## config.mk

```make
export PLATFORM = sky130hd
export DESIGN_NAME = sobel_stream_engine
export DESIGN_NICKNAME = d
export VERILOG_FILES = /design/src/rtl/sobel_stream_engine.sv
export SDC_FILE = /design/constraint.sdc
export NUM_CORES = 2
export LEC_CHECK = 0
export BUFFER_PORTS_ARGS = -buffer_cell sky130_fd_sc_hd__buf_2
export CAP_MARGIN = 0
export CELL_PAD_IN_SITES_DETAIL_PLACEMENT = 1
export CELL_PAD_IN_SITES_GLOBAL_PLACEMENT = 1
export CORE_MARGIN = 8
export CORE_UTILIZATION = 50
export CTS_BUF_LIST = sky130_fd_sc_hd__clkbuf_4 sky130_fd_sc_hd__clkbuf_8
export DETAILED_ROUTE_END_ITERATION = 7
export GPL_TIMING_DRIVEN = 0
export PLACE_DENSITY_LB_ADDON = 0.1
export SETUP_SLACK_MARGIN = 0.15
export SLEW_MARGIN = 30
export SYNTH_ARGS = -nofsm -noshare
export SYNTH_HDL_FRONTEND = slang
export SYNTH_SLANG_ARGS = --single-unit
```

## constraint.sdc

```tcl
create_clock -name clk -period 18 [get_ports clk]
set_clock_uncertainty 0.2 [all_clocks]
set_input_delay 0.9 -clock clk [delete_from_list [all_inputs] [get_ports clk]]
set_output_delay 0.9 -clock clk [all_outputs]
set_load 0.02 [all_outputs]
```

## src/rtl/sobel_stream_engine.sv

```systemverilog
// Streams a raster image from a source BRAM to a destination BRAM, either copying it (MOVE) or writing a 3x3 Sobel magnitude (SOBEL).
// Defining SOBEL_THRESH_EN adds the i_thresh port and the binary threshold mode (i_mode=2).
module sobel_stream_engine #(
  parameter int DATA_WIDTH = 8,
  parameter int ADDR_WIDTH = 16,
  parameter int MAX_WIDTH  = 256
) (
  input  logic                  clk,
  input  logic                  rst,
  input  logic                  i_start,
  input  logic [1:0]            i_mode,
  input  logic [ADDR_WIDTH-1:0] i_width,
  input  logic [ADDR_WIDTH-1:0] i_height,
`ifdef SOBEL_THRESH_EN
  input  logic [DATA_WIDTH-1:0] i_thresh,
`endif
  output logic                  o_idle,
  output logic                  o_busy,
  output logic                  o_done,
  output logic                  o_err,
  output logic                  rd_ce,
  output logic [ADDR_WIDTH-1:0] rd_addr,
  input  logic [DATA_WIDTH-1:0] rd_q,
  output logic                  wr_ce,
  output logic                  wr_we,
  output logic [ADDR_WIDTH-1:0] wr_addr,
  output logic [DATA_WIDTH-1:0] wr_d
);

  localparam int CW = (MAX_WIDTH > 1) ? $clog2(MAX_WIDTH) : 1;
  localparam int TW = ADDR_WIDTH + 2;
  localparam int GW = DATA_WIDTH + 3;
  localparam int MW = DATA_WIDTH + 4;
  localparam int PW = 2 * ADDR_WIDTH;
  localparam logic [PW-1:0]         AREA_MAX  = PW'(1) << ADDR_WIDTH;
  localparam logic [ADDR_WIDTH-1:0] WIDTH_MAX = ADDR_WIDTH'(MAX_WIDTH);
  localparam logic [ADDR_WIDTH-1:0] DIM_MIN   = ADDR_WIDTH'(3);
  localparam logic [DATA_WIDTH-1:0] PIX_MAX   = {DATA_WIDTH{1'b1}};
  localparam logic [MW-1:0]         MAG_SAT   = {4'b0000, {DATA_WIDTH{1'b1}}};

  typedef enum logic [1:0] {S_IDLE, S_RUN, S_FLUSH, S_DONE} state_t;

  state_t                  state_reg, state_next;
  logic [PW-1:0]           area;
  logic                    mode_ok, cfg_ok, accept, busy, emit;
  logic [TW-1:0]           t_reg;
  logic [TW-1:0]           n_last_reg, emit_first_reg, emit_last_reg, flush_end_reg;
  logic [ADDR_WIDTH-1:0]   w_reg, h_reg, col_reg;
  logic [ADDR_WIDTH-1:0]   out_idx_reg, out_col_reg, out_row_reg;
  logic [CW-1:0]           col_d_reg;
  logic [1:0]              mode_reg;
  logic                    err_reg, wr_ce_reg;
  logic [ADDR_WIDTH-1:0]   wr_addr_reg;
  logic [DATA_WIDTH-1:0]   wr_d_reg;
`ifdef SOBEL_THRESH_EN
  logic [DATA_WIDTH-1:0]   thresh_reg;
`endif

  logic [DATA_WIDTH-1:0]   lb1_mem [MAX_WIDTH];
  logic [DATA_WIDTH-1:0]   lb2_mem [MAX_WIDTH];
  logic [DATA_WIDTH-1:0]   lb1_q_reg, lb2_q_reg;
  logic [2:0][DATA_WIDTH-1:0]      col_in;
  logic [2:0][2:0][DATA_WIDTH-1:0] win;

  logic [GW-1:0]           gx, gy, abs_gx, abs_gy;
  logic [MW-1:0]           mag;
  logic [DATA_WIDTH-1:0]   mag_sat, pix_out;
  logic                    border;

  // Start legality check on the raw inputs.
  always_comb begin
    area = PW'(i_width) * PW'(i_height);
`ifdef SOBEL_THRESH_EN
    mode_ok = 1'b1;
`else
    mode_ok = (i_mode != 2'd2);
`endif
    cfg_ok = (i_width >= DIM_MIN) && (i_height >= DIM_MIN) &&
             (i_width <= WIDTH_MAX) && (area <= AREA_MAX) && mode_ok;
    accept = (state_reg == S_IDLE) && i_start && cfg_ok;
  end

  always_comb begin
    state_next = state_reg;
    o_idle     = 1'b0;
    o_busy     = 1'b0;
    o_done     = 1'b0;
    rd_ce      = 1'b0;
    rd_addr    = '0;
    case (state_reg)
      S_IDLE: begin
        o_idle = 1'b1;
        if (accept) state_next = S_RUN;
      end
      S_RUN: begin
        o_busy  = 1'b1;
        rd_ce   = 1'b1;
        rd_addr = t_reg[ADDR_WIDTH-1:0];
        if (t_reg == n_last_reg) state_next = S_FLUSH;
      end
      S_FLUSH: begin
        o_busy = 1'b1;
        if (t_reg == flush_end_reg) state_next = S_DONE;
      end
      S_DONE: begin
        o_done     = 1'b1;
        state_next = S_IDLE;
      end
      default: state_next = S_IDLE;
    endcase
  end

  // t_reg counts cycles since RUN entry: read k happens at t=k, output m is formed at t=m+W+3.
  assign busy = (state_reg == S_RUN) || (state_reg == S_FLUSH);
  assign emit = busy && (t_reg >= emit_first_reg) && (t_reg <= emit_last_reg);

  always_ff @(posedge clk) begin
    if (rst) begin
      state_reg   <= S_IDLE;
      t_reg       <= '0;
      col_reg     <= '0;
      err_reg     <= 1'b0;
      wr_ce_reg   <= 1'b0;
      wr_addr_reg <= '0;
      wr_d_reg    <= '0;
      out_idx_reg <= '0;
      out_col_reg <= '0;
      out_row_reg <= '0;
    end else begin
      state_reg <= state_next;
      err_reg   <= (state_reg == S_IDLE) && i_start && !cfg_ok;
      wr_ce_reg <= emit;
      if (accept) begin
        t_reg       <= '0;
        col_reg     <= '0;
        out_idx_reg <= '0;
        out_col_reg <= '0;
        out_row_reg <= '0;
      end else if (busy) begin
        t_reg   <= t_reg + TW'(1);
        col_reg <= (col_reg == w_reg - ADDR_WIDTH'(1)) ? '0 : col_reg + ADDR_WIDTH'(1);
      end
      if (emit) begin
        wr_addr_reg <= out_idx_reg;
        wr_d_reg    <= pix_out;
        out_idx_reg <= out_idx_reg + ADDR_WIDTH'(1);
        if (out_col_reg == w_reg - ADDR_WIDTH'(1)) begin
          out_col_reg <= '0;
          out_row_reg <= out_row_reg + ADDR_WIDTH'(1);
        end else begin
          out_col_reg <= out_col_reg + ADDR_WIDTH'(1);
        end
      end
    end
  end

  // Run configuration and precomputed phase boundaries, captured on an accepted start.
  always_ff @(posedge clk) begin
    if (accept) begin
      w_reg          <= i_width;
      h_reg          <= i_height;
      mode_reg       <= i_mode;
      n_last_reg     <= TW'(area) - TW'(1);
      emit_first_reg <= TW'(i_width) + TW'(3);
      emit_last_reg  <= TW'(area) + TW'(i_width) + TW'(2);
      flush_end_reg  <= TW'(area) + TW'(i_width) + TW'(3);
`ifdef SOBEL_THRESH_EN
      thresh_reg     <= i_thresh;
`endif
    end
  end

  // Line buffers: the read is issued alongside the source read so both words land in the same cycle.
  always_ff @(posedge clk) begin
    if (busy) begin
      lb1_q_reg <= lb1_mem[col_reg[CW-1:0]];
      lb2_q_reg <= lb2_mem[col_reg[CW-1:0]];
      col_d_reg <= col_reg[CW-1:0];
    end
    if (busy && (t_reg != '0)) begin
      lb1_mem[col_d_reg] <= rd_q;
      lb2_mem[col_d_reg] <= lb1_q_reg;
    end
  end

  assign col_in = {rd_q, lb1_q_reg, lb2_q_reg};

  // Window row gi holds three horizontally adjacent taps; row 0 is the oldest image row.
  genvar gi;
  generate
    for (gi = 0; gi < 3; gi++) begin : g_win_row
      logic [2:0][DATA_WIDTH-1:0] taps_reg;
      always_ff @(posedge clk) begin
        if (busy) taps_reg <= {col_in[gi], taps_reg[2], taps_reg[1]};
      end
      assign win[gi] = taps_reg;
    end
  endgenerate

  always_comb begin
    gx = (GW'(win[0][2]) + (GW'(win[1][2]) << 1) + GW'(win[2][2])) -
         (GW'(win[0][0]) + (GW'(win[1][0]) << 1) + GW'(win[2][0]));
    gy = (GW'(win[0][0]) + (GW'(win[0][1]) << 1) + GW'(win[0][2])) -
         (GW'(win[2][0]) + (GW'(win[2][1]) << 1) + GW'(win[2][2]));
    abs_gx  = gx[GW-1] ? (~gx + GW'(1)) : gx;
    abs_gy  = gy[GW-1] ? (~gy + GW'(1)) : gy;
    mag     = MW'(abs_gx) + MW'(abs_gy);
    mag_sat = (mag > MAG_SAT) ? PIX_MAX : mag[DATA_WIDTH-1:0];
    border  = (out_row_reg == '0) || (out_row_reg == h_reg - ADDR_WIDTH'(1)) ||
              (out_col_reg == '0) || (out_col_reg == w_reg - ADDR_WIDTH'(1));
    pix_out = '0;
    case (mode_reg)
      2'd0: pix_out = win[1][1];
`ifdef SOBEL_THRESH_EN
      2'd2: pix_out = border ? '0 : ((mag_sat >= thresh_reg) ? PIX_MAX : '0);
`endif
      default: pix_out = border ? '0 : mag_sat;
    endcase
  end

  assign o_err   = err_reg;
  assign wr_ce   = wr_ce_reg;
  assign wr_we   = wr_ce_reg;
  assign wr_addr = wr_addr_reg;
  assign wr_d    = wr_d_reg;

endmodule
```

After elaboration in Yosys (flattened, before gate mapping)
Memories as Yosys holds them, arrays and structs flattened. A register that Yosys moved wholly into a read port is not among the register bits. Cells that the tools add are included.

Flip-flop bits (word level): 296. Bits in latches: 0. Bits in writable memories: 4096. Memory bits (read-only): 0. Input bits: 45. Output and inout bits: 47. Logic and storage cells: 124. Memories kept: 2.

Memories: lb1_mem (words 256, bits a word 8, rd ports 1, clocked after memory_dff 1, wr ports 1, line 59) `logic [DATA_WIDTH-1:0] lb1_mem [MAX_WIDTH];`; lb2_mem (words 256, bits a word 8, rd ports 1, clocked after memory_dff 1, wr ports 1, line 60) `logic [DATA_WIDTH-1:0] lb2_mem [MAX_WIDTH];`.

Add/subtract/negate cells: 25. Multiply operators: 1. Divide/modulo/power cells: 0. Order comparisons: 7. Equal/unequal tests: 12. Shift operators: 0. Mux-type cells: 24. Bitwise logic cells: 2. Reduce and logical (&&, ||, !) cells: 24.

Operators with widths (count): 16-bit 2-to-1 mux (9); 16-bit by 1-bit adder with 16-bit output, second input constant (4); 16-bit == test (3); 10-bit by 8-bit adder with 11-bit output (4); 8-bit by 9-bit adder with 10-bit output (4); 18-bit by 2-bit adder with 18-bit output, second input constant (2); 18-bit == test (2); 16-bit by 2-bit greater-or-equal comparator with 1-bit output, second input constant (2); 32-bit by 17-bit less-or-equal comparator with 1-bit output, second input constant (1); 16-bit logical NOT (2); 16-bit by 16-bit multiplier with 32-bit output (1); 16-bit by 1-bit subtractor with 16-bit output, second input constant (2); 8-bit 2-to-1 mux (3); 11-bit by 1-bit adder with 11-bit output, second input constant (2); 11-bit 2-to-1 mux (2); 11-bit NOT (2); 11-bit subtractor (2); 18-bit by 1-bit adder with 18-bit output, second input constant (1); 18-bit by 16-bit adder with 18-bit output (1); 18-bit greater-or-equal comparator (1); 18-bit less-or-equal comparator (1); 18-bit nonzero test (1); 18-bit by 1-bit subtractor with 18-bit output, second input constant (1); 16-bit by 2-bit adder with 17-bit output, second input constant (1); 16 further kinds (41).

Depth between registers and ports, before layout
Word-level depth: 11. Gate-level depth with buffers: 31. Depth with buffers taken out: 28.

Least setup slack after synthesis
OpenSTA, ideal clock, no wires.

Path type: input port to flip-flop. From: in i_width[14]. To: reg emit_first_reg[0] (enable). Setup time: 0.570 ns. Data arrival time: 11.583 ns. Required time: 17.230 ns. Setup slack: 5.647 ns. Cell stages on the path: 23. Path buffers: 3. Cell sequence: clkbuf_1 > buf_1 > nand2_1 > fa_1 > fa_1 > inv_1 > fa_1 > fa_1 > fa_1 > inv_1 > fa_1 > inv_1 > ha_1 > clkbuf_1 > nand2_1 > nand3_1 > nand3b_1 > or4b_1 > or4_1 > nor3_1 > nand4_1 > or4b_1 > nor2_1.

Word-level cells in the longest chain between the ends: 6.

RTL lines: from (decl) (line 12) `input logic [ADDR_WIDTH-1:0] i_width,`; branches (longest 3 deep; another with 16-bit by 16-bit multiplier with 32-bit output); 1-bit logical AND * (2 in series) (line 79) `(i_width <= WIDTH_MAX) && (area <= AREA_MAX) && mode_ok;`; 1-bit logical AND * (line 80) `accept = (state_reg == S_IDLE) && i_start && cfg_ok;`; named net accept (line 45) `logic mode_ok, cfg_ok, accept, busy, emit;`; to (signal assigned) (line 164) `emit_first_reg <= TW'(i_width) + TW'(3);`; to (decl) (line 47) `logic [TW-1:0] n_last_reg, emit_first_reg, emit_last_reg, flush_end_reg;`.

Mark *: on every way through the listed nets, which the timed path passes. A chain may end at the register's enable or synchronous reset.

Worst setup path in the final report
From: in i_width[11]. To: reg mode_reg[1] (enable).

Word-level cells in the longest chain between the ends: 6.

RTL lines: branches (longest 3 deep; another with 16-bit by 16-bit multiplier with 32-bit output); 1-bit logical AND * (2 in series) (line 79); 1-bit logical AND * (line 80); named net accept (line 45); to (signal assigned) (line 162) `mode_reg <= i_mode;`; to (decl) (line 51) `logic [1:0] mode_reg;`.

Marked as above.

==> qor.yml <==
synthesis:
  synth.avg_cell_area_um2: 20.3
  synth_cells: 9052
  async_flop_share_pct: 0
  ys_ff_latch: 4407
  yosys_warnings: 0
  ys_seq_area_share_pct: 71.3
  synth_cell_types: 86
  synthesis.nets: 9567
  ys.flop_type: "edfxtp_1"
  synth_edf_count: 4297
  syn_area_um2: 184000
timing:
  worst-slew-pin-transition_ns: 1.09
  fin_crit_ns: 10.06
  maxSlewViolCount: 0
  max_freq_ghz: 0.0994
  fin_crit_sh_pct: 55.9
  holdWs_ns: 0.214
  setup_tns_ns: 0
  finalSetupViolations: 0
  max_slew_margin_pct: 27.2
  finalWorstSetupSlack_ns: 7.94
  finalHoldViolCount: 0
  grt_setup_unrepaired: "false"
power:
  p_sw_mw: 10.2
  p_sw_share_pct: 33.8
  ir_drop_mv: 0.394
  pwr-share-seq_pct: 38.9
  power_frac_comb_pct: 32.9
  power_mw: 30.1
  internal-power_mw: 19.9
  power.leakage_nw: 67.7
  power.density_nw_per_um2: 141
  clkPwrFrac_pct: 28.2
placed_design:
  hpwl_um: 407000
  port_buffers: 91
  place_ws_ns: 7.34
  place.gp.congestion: 0.867
  dpl_cell_area_um2: 199000
final_layout:
  seqCellArea_um2: 131000
  final_cell_area_um2: 213000
  fin_nets: 10695
  final_layout_size_suffix_gt1_share_pct: 31.7
  syn2layout_area_growth_pct: 15.5
  multiInputGateArea_um2: 51200
  nFillCells: 31513
die:
  die_area_um2: 388000
  rows: 223
  start_util_pct: 50.1
  die_width_um: 623
  ios: 92
  fp.dieH_um: 623
  core_area_um2: 368000
routing:
  via_per_inst: 6.29
  dr_total_vias: 98068
  ant_nets: 0
  drt_drc_violations_left: 0
  first_pass_iters: 7
  drt-total-wl_um: 572000
  avgRoutedWirePerCell_um: 36.7
  drt-initial-drc-count: 11480
clock_network:
  cts-buffers-inserted: 705
  clk_path_buf_depth: 4
  clock_sinks: 4407
  clk_pin_slew_worst_paths_ns: 0.06
  cts_max_level: 6
  clk_latency_ns: 1.25
  post_cts_buffers: 0
  cts_resized: 0
  cts_tree: "done"
  cts_root_buffer: "clkbuf_8"
grt:
  grt_pass1_vias: 102052
  overflow: 0
  grt_pass1_wl_um: 797000
  antenna_found_initial: 56
  track_usage_pct: 29.1
  grt_max_degree: 109
setup_path:
  r2r-start: "g_win_row[0].taps_reg[18]$_DFFE_PP_"
  crit_top_cell: "fa_1"
  critPathKind: "in2reg"
  path_buf_inv: 11
  max_stage_delay_ns: 0.65
  start_kind: "input port"
  critical_path.top_delay_family: "adder cells"
  cp.arrival_ns: 10.78
  cp.required_ns: 18.72
  end_kind: "flip-flop"
  crit_fanout: 26
  crit_slowest_cell: "clkbuf_1"
  rr_endpoint: "wr_d[6]$_SDFFE_PP0P_"
  rr_worst_depth: 27
  r2r_slack_ns: 10.87
run:
  max-cap-violations: 0
min_path:
  min_path_type: "reg2reg"
  hold_start: "col_reg[7]$_SDFFE_PP0P_"
  worstHoldPathCells: 0
  hold_end: "col_d_reg[7]$_DFFE_PP_"
outcome:
  status: "completed"
worst max path at each step:
stage,slack (ns),endpoint,startpoint,cells after the start
floorplan,5.65,emit_first_reg[0]$_DFFE_PP_,i_width[14],23
global placement,1.79,mode_reg[0]$_DFFE_PP_,i_width[13],24
detailed placement,7.34,h_reg[12]$_DFFE_PP_,i_width[8],27
CTS,8.06,h_reg[12]$_DFFE_PP_,i_width[11],28
global route,7.54,mode_reg[1]$_DFFE_PP_,i_width[11],28
finish,7.94,mode_reg[1]$_DFFE_PP_,i_width[11],28
per-layer routing:
| layer | vias up | global-route usage (%) | routed length, um |
|---|---|---|---|
| met1 | 53073 | 38.5 | 217000 |
| met2 | 4994 | 47.4 | 276000 |
| met3 | 1069 | 5.86 | 49000 |
| li1 | 38916 | - | - |
| met4 | 16 | 12.9 | 30400 |
| met5 | - | 0.0494 | 95 |
layout by cell type (no fill, tap or decap), types with 150 or more instances in the layout:
master and n:
clkinv_1 185, nor2_4 248, mux4_2 1355, buf_2 215, xnor2_1 150, clkbuf_1 152
inv_1 456, and2_1 152, clkbuf_4 245, fa_1 258, clkbuf_8 724, edfxtp_1 4297
ha_1 211, nand2_1 281, nor2_1 160
through the flow:
stage	cells	util [%]
floorplan	9052	-
global placement	13980	51.8
detailed placement	14265	54.0
CTS	15571	57.8
global route	15577	57.8
finish	15591	57.8
synthesized netlist by cell type (5+ instances only):
cell type  instances  area share, %
edfxtp_1        4297             70
mux4_2          1355             17
inv_1            456           0.93
nor2_1           418           0.85
nand2_1          283           0.58
clkbuf_1         282           0.57
fa_1             258            2.8
ha_1             212            1.4
and2_1           152           0.52
xnor2_1          150           0.71
dfxtp_1          110            1.2
xor2_1           109           0.52
buf_2             98           0.27
a21oi_1           80           0.22
nand3_1           78           0.21
o21ai_1           68           0.18
nor3_1            67           0.18
buf_1             65           0.13
o21ai_0           61           0.17
nand4_1           44           0.15
nor4_1            39           0.13
mux2i_1           28           0.15
and3_1            26          0.088
a31oi_1           23          0.078
or3_1             23          0.078
a21o_1            22          0.090
nor2b_1           21          0.071
nand2b_1          20          0.068
o211ai_1          18          0.073
o21bai_1          16          0.065
o21a_1            15          0.061
a211oi_1          14          0.057
buf_4             11          0.045
nand4b_1           7          0.033
and4_1             6          0.029
o22ai_1            6          0.020
o31ai_1            6          0.024
nor3b_1            5          0.020
nor4b_1            5          0.024
o2111ai_1          5          0.024
o221ai_1           5          0.024
or4_1              5          0.020
power groups by stage:
stage	Sequential, mW	Combinational [mW]	Clock (mW)
CTS	11.7	9.93	8.56
detailed placement	11.9	9.85	0
global placement	12.2	9.31	0
floorplan	12.0	6.66	0
finish	11.7	9.89	8.47
global route	11.7	10.8	8.95
area by class of cell:
cell class / count / area share (%)
flip-flops and latches: 4407 / 61.7
multi-input cells: 3729 / 24.1
clock buffers: 952 / 5.49
repair buffers: 421 / 3.11
well taps: 4837 / 2.85
plain buffers: 459 / 1.01
clock inverters: 310 / 0.907
inverters: 457 / 0.807
diodes: 19 / 0.0224
timing repair:
item,CTS,global route
endpoints found under the hold margin,430,0
hold buffers,44,0
endpoints found under the setup margin,0,0
logic make-up after synthesis:
logic type / count (synthesis) / synth area share, %
AO/OA/AOI/OAI: 384 / 1.34
XOR/XNOR: 259 / 1.23
adder cells (fa/ha/maj): 470 / 4.25
buffers and inverters: 916 / 1.97
AND/OR/NAND/NOR: 1229 / 3.20
multiplexers: 1387 / 16.7
flip-flops: 4407 / 71.3
Power figures use the tool's default switching activity.
